==> src/rtl/module_operand_entry_pkg.sv <==
// Shared types and constants for the keypad operand entry unit.
package entry_pkg;
  typedef enum logic [1:0] {IDLE = 2'd0, ENTRY = 2'd1, HOLD = 2'd2} entry_state_t;
  localparam int DEC_MAX = 9;
endpackage

==> src/rtl/module_operand_entry_key_edge.sv <==
// Rising-edge detector for a debounced key level; history resets high so a key
// already held at reset release never reads as a press.
module module_key_edge (
  input  logic clk,
  input  logic rst_n,
  input  logic level,
  output logic press
);
  logic hist;

  always_ff @(posedge clk or negedge rst_n) begin
    if (!rst_n) hist <= 1'b1;
    else        hist <= level;
  end

  assign press = level & ~hist;
endmodule

==> src/rtl/module_operand_entry.sv <==
// Collects NUM_OPERANDS operands of up to NUM_DIGITS digits (MSD first) and
// hands the completed set downstream over a valid/ready handshake.
module module_operand_entry
  import entry_pkg::*;
#(
  parameter  int DIGIT_W      = 4,
  parameter  int NUM_DIGITS   = 3,
  parameter  int NUM_OPERANDS = 2,
  parameter  int DECIMAL_ONLY = 1,
  localparam int OPW  = (NUM_OPERANDS > 1) ? $clog2(NUM_OPERANDS) : 1,
  localparam int CW   = $clog2(NUM_DIGITS + 1),
  localparam int OP_W = NUM_DIGITS * DIGIT_W
) (
  input  logic                         clk,
  input  logic                         rst_n,
  input  logic [DIGIT_W-1:0]           digit_in,
  input  logic                         key_digit,
  input  logic                         key_enter,
  input  logic                         clear,
  input  logic                         ops_ready,
  output logic                         ops_valid,
  output logic [NUM_OPERANDS*OP_W-1:0] operands,
  output logic [OPW-1:0]               op_index,
  output logic [CW-1:0]                digit_count,
  output logic                         digit_err
);
  entry_state_t    state, state_nxt;
  logic [OP_W-1:0] ops [NUM_OPERANDS];
  logic            dig_p, ent_p, dig_ok, last;
  logic            first, store, close, err_c;
  logic [OPW-1:0]  idx_cur;
  logic [OP_W-1:0] shifted;

  module_key_edge u_edge_digit (.clk(clk), .rst_n(rst_n), .level(key_digit), .press(dig_p));
  module_key_edge u_edge_enter (.clk(clk), .rst_n(rst_n), .level(key_enter), .press(ent_p));

  assign dig_ok    = (DECIMAL_ONLY == 0) || (int'(digit_in) <= DEC_MAX);
  // A new set always starts in operand 0, whatever op_index was left at.
  assign idx_cur   = (state == IDLE) ? '0 : op_index;
  assign last      = (idx_cur == OPW'(NUM_OPERANDS - 1));
  assign shifted   = (state == IDLE) ? OP_W'(digit_in)
                                     : ((ops[idx_cur] << DIGIT_W) | OP_W'(digit_in));
  assign ops_valid = (state == HOLD);

  always_comb begin
    state_nxt = state;
    first     = 1'b0;
    store     = 1'b0;
    close     = 1'b0;
    err_c     = 1'b0;
    if (clear) begin
      state_nxt = IDLE;
    end else begin
      case (state)
        IDLE: begin
          if (dig_p && dig_ok) begin
            first     = 1'b1;
            store     = 1'b1;
            close     = (NUM_DIGITS == 1);
            state_nxt = ENTRY;
          end else if (dig_p) begin
            err_c = 1'b1;
          end
        end
        ENTRY: begin
          store = dig_p && dig_ok && (int'(digit_count) < NUM_DIGITS);
          err_c = dig_p && !dig_ok;
          // Digit and enter in one cycle still close only once.
          close = ent_p || (store && (int'(digit_count) + 1 >= NUM_DIGITS));
        end
        HOLD:    if (ops_ready) state_nxt = IDLE;
        default: state_nxt = IDLE;
      endcase
      if (close) state_nxt = last ? HOLD : ENTRY;
    end
  end

  always_ff @(posedge clk or negedge rst_n) begin
    if (!rst_n) begin
      state       <= IDLE;
      op_index    <= '0;
      digit_count <= '0;
      digit_err   <= 1'b0;
      for (int k = 0; k < NUM_OPERANDS; k++) ops[k] <= '0;
    end else begin
      state     <= state_nxt;
      digit_err <= err_c;
      if (clear) begin
        op_index    <= '0;
        digit_count <= '0;
        for (int k = 0; k < NUM_OPERANDS; k++) ops[k] <= '0;
      end else begin
        if (first) for (int k = 0; k < NUM_OPERANDS; k++) ops[k] <= '0;
        if (store) ops[idx_cur] <= shifted;
        if (close) begin
          digit_count <= '0;
          op_index    <= last ? idx_cur : idx_cur + 1'b1;
        end else if (store) begin
          digit_count <= first ? CW'(1) : digit_count + 1'b1;
          op_index    <= idx_cur;
        end
      end
    end
  end

  for (genvar k = 0; k < NUM_OPERANDS; k++) begin : g_flat
    assign operands[(k+1)*OP_W-1 -: OP_W] = ops[k];
  end
endmodule

==> config.mk <==
export PLATFORM = sky130hd
export DESIGN_NAME = module_operand_entry
export DESIGN_NICKNAME = d
export VERILOG_FILES = /design/src/rtl/module_operand_entry_pkg.sv /design/src/rtl/module_operand_entry_key_edge.sv /design/src/rtl/module_operand_entry.sv
export SDC_FILE = /design/constraint.sdc
export NUM_CORES = 1
export LEC_CHECK = 0
export BUFFER_PORTS_ARGS = -buffer_cell sky130_fd_sc_hd__buf_2
export CAP_MARGIN = 20
export CORE_ASPECT_RATIO = 1.2
export CORE_UTILIZATION = 40
export CTS_CLUSTER_DIAMETER = 50
export DETAILED_ROUTE_END_ITERATION = 8
export GPL_ROUTABILITY_DRIVEN = 0
export GPL_TIMING_DRIVEN = 0
export HOLD_SLACK_MARGIN = 0.05
export PLACE_DENSITY = 0.65
export SYNTH_ARGS = -nofsm -noshare
export SYNTH_HDL_FRONTEND = slang
export SYNTH_HIERARCHICAL = 1
export SYNTH_SLANG_ARGS = --single-unit
export TNS_END_PERCENT = 50
==> constraint.sdc <==
create_clock -name clk -period 1.56 [get_ports clk]
set_input_delay 0.234 -clock clk [delete_from_list [all_inputs] [get_ports clk]]
set_output_delay 0.234 -clock clk [all_outputs]
set_load 0.05 [all_outputs]
==> impl_metrics.yaml, run 1 <==
global_route:
  grt_use_total_pct: 19.5
  overflow: 0
  antenna_found_initial: 0
  grt_max_degree: 33
  grt_pass1_wl_um: 6220
  grt_pass1_vias: 1346
synth:
  synth.ff_latch_count: 32
  synthArstFlopShare_pct: 100
  syn_inst: 160
  ys_top_cells_by_area: "dfrtp_1, a21oi_1, nand2_1"
  synth_common_cells: "nand2_1, dfrtp_1, a21oi_1"
  synth_edf_count: 0
  syn_nets: 172
  syn_area_per_cell_um2: 10.0
  syn_area_um2: 1610
  yosys.area.top_type_share_pct: 46.8
  synth.yosys.warnings: 6
  ys_seq_area_share_pct: 50.0
  synth_top_cell_by_area: "dfrtp_1"
  synth_cell_type_count: 37
  yosysMostFrequentCell: "nand2_1"
  synth_top_flop_cell: "dfrtp_1"
sta:
  fmax_mhz: 656
  tightest_slew_ns: 0.713
  hold_violations: 0
  holdWs_ns: 0.0558
  slew_viol_final: 0
  slew_headroom_pct: 52.5
  rsz0062_at_grt: "true"
  skew_ns: 0.00547
  setup_violations: 0
  layout_min_cycle_time_ns: 1.52
  finalCritPeriodShare_pct: 97.7
  setup_slack_ns: 0.0362
setup_path:
  startpoint: "digit_count[1]$_DFFE_PN0P_"
  worstSetupPathType: "register to register"
  arrival_ns: 1.73
  cp-end-kind: "register"
  crit_required_ns: 1.77
  path_max_fanout: 10
  startpoint_type: "register"
  rr_startpoint: "digit_count[1]$_DFFE_PN0P_"
floorplan:
  die_h_um: 71.4
  top_level_ports: 39
  rows: 24
  coreArea_um2: 3720
  dieArea_um2: 4270
  initial_utilization_pct: 43.1
  die_w_um: 59.8
flow_run:
  drv_cap: 0
clock_tree:
  cts-root-buf: "clkbuf_8"
  tritoncts: "built"
  cts.sinks: 32
  clkTransAtPathRegs_ns: 0.07
  cts-htree-levels: 2
  cts_max_path_buffers: 2
  cts_inserted_buffers: 5
  worstSkewPairLatency_ns: 0.28
finish:
  syn2layout_area_growth_pct: 30.5
  num-fill-cells: 354
  drive_above_1_share_pct: 41.9
  finalNetCount: 226
  n_antenna_cell: 0
place:
  dp_hpwl_um: 2680
  dp_slack_ns: -0.00347
  portBuffers: 38
route:
  drt_iter0_markers: 54
  routed-via-count: 1366
  ant_nets: 0
  drc: 0
  viasPerCell: 5.12
  wl_um: 3790
  drt_first_pass_iters: 4
  wl_per_cell_um: 14.2
power:
  power_leakage_nw: 0.956
  peakVddDrop_mv: 0.523
  powerDensity_nw_per_um2: 805
  fin_total_pwr_w: 0.00169
worst_hold_path:
  hold_path.class: "primary input to register"
  min_from: "key_enter"
outcome:
  status: "complete, no violations"
## layout by cell type, fill, tap and decap left out, drive strengths merged
| master | count |
|---|---|
| a21oi | 28 |
| a221o | 1 |
| a221oi | 1 |
| a22o | 1 |
| a31o | 1 |
| and3 | 1 |
| and4 | 1 |
| and4bb | 1 |
| buf | 52 |
| clkbuf | 13 |
| dfrtp | 30 |
| dfstp | 2 |
| dlygate4sd3 | 1 |
| ha | 2 |
| inv | 1 |
| mux2i | 1 |
| nand2 | 32 |
| nand2b | 1 |
| nand3 | 22 |
| nand3b | 1 |
| nand4 | 1 |
| nand4bb | 1 |
| nor2 | 5 |
| nor2b | 5 |
| nor3 | 1 |
| nor3b | 1 |
| nor4 | 1 |
| o21a | 1 |
| o21ai | 4 |
| o22ai | 1 |
| or2 | 1 |
## what timing repair did
action | in CTS | in global routing
gates resized for setup | 1 | 11
cloned | 0 | 1
pin swaps | 0 | 4
hold endpoints to repair | 30 | 0
hold buffers | 1 | 0
endpoints found under the setup margin | 10 | 19
buffers inserted | 2 | 5
## per-layer routing
metal  share of wire (%)  GRT usage, %  wire length [µm]  vias up
met5                   0             0                 0        -
met4                 2.1          8.01                80        0
met3                 4.1          5.05               157        7
met2                  51          32.3              1940       33
met1                  42          23.7              1610      660
li1                    -             -                 -      666
## kinds of logic after synthesis
family	share of synthesized area (%)
and+or+nand+nor	28.4
AOI/OAI and AO/OA	14.1
buffers and inverters	5.30
adders and majority gates	1.56
DFF	50.0
muxes	0.624
## sequential cells by signal (all words and copies together), names as in the netlist
| name | cells |
|---|---|
| digit_count | 2 |
| digit_err | 1 |
| op_index | 1 |
| operands | 24 |
| state | 2 |
| u_edge_digit/hist | 1 |
| u_edge_enter/hist | 1 |
## where the power goes
group          internal [W]  switching (W)  leakage, nW
Combinational     0.0000679       0.000115        0.476
Clock              0.000359       0.000293       0.0455
Sequential         0.000842     0.00000897        0.434
## critical path, cell delays in order (launching register included)
cell,delay (ns)
dfrtp_2,0.44
ha_4,0.20
o21ai_2,0.17
and4_4,0.26
buf_8,0.13
nand3_1,0.09
a21oi_2,0.14
## metrics by stage
| step | TNS (ns) | instances | util, % | cell area [µm²] |
|---|---|---|---|---|
| floorplan | -0.0114 | 160 | - | 1630 |
| global placement | 0 | 250 | 50.5 | 1880 |
| detailed placement | -0.00427 | 250 | 50.5 | 1880 |
| CTS | 0 | 261 | 53.7 | 2000 |
| global route | -0.196 | 267 | 56.3 | 2090 |
| finish | 0 | 267 | 56.3 | 2090 |
## layout make-up
cell class	count	area (µm²)	share of cell area (%)
multi-input cells	116	744	35.5
well taps	52	65.1	3.11
inverters	1	3.75	0.179
repair buffers	47	280	13.4
flip-flops and latches	32	807	38.5
clock buffers	8	90.1	4.30
plain buffers	11	104	4.96
## final timing paths
path | depth (start not counted) | slack, ns | end
max | 6 | 0.04 | operands[8]$_DFF_PN0_
min | 1 | 0.06 | u_edge_enter/hist$_DFF_PN1_
max reg2reg | 6 | 0.04 | operands[8]$_DFF_PN0_
min reg2reg | 2 | 0.52 | operands[10]$_DFF_PN0_
max in group asynchronous | 2 | 0.51 | digit_count[1]$_DFFE_PN0P_
min in group asynchronous | 2 | 0.55 | digit_err$_DFF_PN0_
Power figures use the tool's default switching activity.
==> inputs of run 2 (changes only) <==
--- a/config.mk
+++ b/config.mk
@@ -5,7 +5,7 @@
 export SDC_FILE = /design/constraint.sdc
 export NUM_CORES = 1
 export LEC_CHECK = 0
-export BUFFER_PORTS_ARGS = -buffer_cell sky130_fd_sc_hd__buf_2
+export BUFFER_PORTS_ARGS = -buffer_cell sky130_fd_sc_hd__clkbuf_2
 export CAP_MARGIN = 20
 export CORE_ASPECT_RATIO = 1.2
 export CORE_UTILIZATION = 40
==> run 2 against run 1 <==
Compared with the run above:
- sequential share of layout area down 0.34 points
- count of clock-buffer cells in the layout down 2
- sequential power about the same
- register-to-register slack about the same
- critical path depth unchanged
- final cell count up 0.75%
- die area unchanged
- fmax down 0.56%
- final area up 0.90%
- core utilization up 0.50 points
==> impl_metrics.yaml, run 2 (synthesized netlist as in run 1, its figures left out) <==
setup_path:
  path_buf_inv: 2
  path_cells: "or2_1, buf_6, nand4bb_4, clkbuf_16, nand3_2, a21oi_1"
  cp-end-kind: "register"
  max_stage_delay_ns: 0.44
  startpoint_type: "register"
  arrival_ns: 1.67
  path_delay_family: "simple AND/OR/NAND/NOR gates"
  crit_required_ns: 1.70
  crit_slowest_cell: "dfrtp_2"
  path_max_fanout: 10
  worstSetupPathType: "register to register"
sta:
  layout_min_cycle_time_ns: 1.53
  skew_ns: 0.00349
  tns_ns: 0
  slew_viol_final: 0
  setup_violations: 0
  setup_slack_ns: 0.0276
  fmax_mhz: 653
  finalCritPeriodShare_pct: 98.2
  holdWs_ns: 0.0280
  hold_violations: 0
  slew_headroom_pct: 47.4
  tightest_slew_ns: 0.789
floorplan:
  dieArea_um2: 4270
  coreArea_um2: 3720
  initial_utilization_pct: 43.1
  top_level_ports: 39
  die_h_um: 71.4
  die_w_um: 59.8
  rows: 24
clock_tree:
  cts-root-buf: "clkbuf_8"
  cts.sinks: 32
  clkTransAtPathRegs_ns: 0.06
  tritoncts: "built"
  cts-htree-levels: 2
  worstSkewPairLatency_ns: 0.28
  cts_max_path_buffers: 2
  cts_inserted_buffers: 5
global_route:
  grt_use_total_pct: 18.5
  grt_pass1_vias: 1313
  antenna_found_initial: 0
  overflow: 0
  grt_max_degree: 33
  grt_pass1_wl_um: 6000
finish:
  n_antenna_cell: 0
  num-fill-cells: 355
  finalNetCount: 229
  drive_above_1_share_pct: 43.3
  final_cell_mix: "clkbuf_2, nand2_1, dfrtp_1"
  largest_reg_flops: 24
  syn2layout_area_growth_pct: 31.6
  mostFrequentLayoutCell: "clkbuf_2"
route:
  drt_iter0_markers: 73
  wl_per_cell_um: 13.9
  drc: 0
  wl_um: 3750
  viasPerCell: 5.22
  drt_first_pass_iters: 4
  ant_nets: 0
  routed-via-count: 1404
place:
  dp_slack_ns: 0.00471
  dp_hpwl_um: 2610
  portBuffers: 38
power:
  peakVddDrop_mv: 0.597
  power_leakage_nw: 0.937
  powerDensity_nw_per_um2: 770
worst_hold_path:
  hold_path.class: "primary input to asynchronous set/reset pin"
outcome:
  status: "complete, no violations"
flow_run:
  drv_cap: 0
[run 2: changes by cell type in the layout (fill, tap and decap cells not counted), sizes merged]
cell / previous run / this run
clkbuf: 13 / 48
buf: 52 / 17
dlygate4sd3: 1 / 2
clkinv: 0 / 1
[run 2: what timing repair did]
action                                  CTS  global route
hold buffers                              2             0
resized for setup                         1            13
buffers inserted                          0             9
endpoints found under the hold margin     2             0
endpoints found under the setup margin   10            20
cloned                                    0             1
pin swaps                                 0             5
[run 2: path summary, 6_finish.rpt]
kind	start	end	slack (ns)	cells past startpoint
worst max-delay path	state[1]$_DFFE_PN0P_	operands[21]$_DFF_PN0_	0.03	6
worst min-delay path	rst_n	operands[17]$_DFF_PN0_	0.03	1
worst max register to register	state[1]$_DFFE_PN0P_	operands[21]$_DFF_PN0_	0.03	6
worst min register to register	operands[8]$_DFF_PN0_	operands[8]$_DFF_PN0_	0.52	2
max in group asynchronous	rst_n	digit_count[1]$_DFFE_PN0P_	0.99	1
min in group clk	digit_in[0]	operands[12]$_DFF_PN0_	0.21	3
[run 2: worst reg2reg max path, cell delays in order, from the launching register on]
cell,delay (ns)
dfrtp_2,0.44
or2_1,0.25
buf_6,0.14
nand4bb_4,0.24
clkbuf_16,0.20
nand3_2,0.07
a21oi_1,0.06
[run 2: routing by layer]
metal | GRT usage (%) | wire, µm
met2 | 32.0 | 1970
met3 | 4.87 | 170
met1 | 22.9 | 1580
met5 | 0 | 0
met4 | 3.88 | 27
[run 2: final cells by class]
| type | count | area (µm²) | area share (%) |
|---|---|---|---|
| buffer | 11 | 98.8 | 4.68 |
| clock buffer | 6 | 72.6 | 3.43 |
| clock inverter | 1 | 5.00 | 0.237 |
| inverter | 1 | 3.75 | 0.178 |
| multi-input combinational | 116 | 756 | 35.8 |
| sequential | 32 | 807 | 38.2 |
| tap | 52 | 65.1 | 3.08 |
| timing repair buffer | 50 | 305 | 14.4 |
[run 2: report_power, final]
part / internal (W) / leakage, nW / total, W / switching (W)
logic: 0.0000691 / 0.462 / 0.000185 / 0.000116
registers: 0.000842 / 0.434 / 0.000851 / 0.00000915
clock network: 0.000303 / 0.0410 / 0.000592 / 0.000289
[run 2: metrics by stage]
| step | area (µm²) | total power (W) | util, % | instances |
|---|---|---|---|---|
| 5_1_grt | 2110 | 0.00170 | 56.8 | 269 |
| 6_report | 2110 | 0.00163 | 56.8 | 269 |
| 2_1_floorplan | 1630 | 0.000969 | - | 160 |
| 3_5_place_dp | 1880 | 0.00103 | 50.5 | 250 |
| 4_1_cts | 1980 | 0.00162 | 53.2 | 259 |
| 3_3_place_gp | 1880 | 0.00103 | 50.5 | 250 |
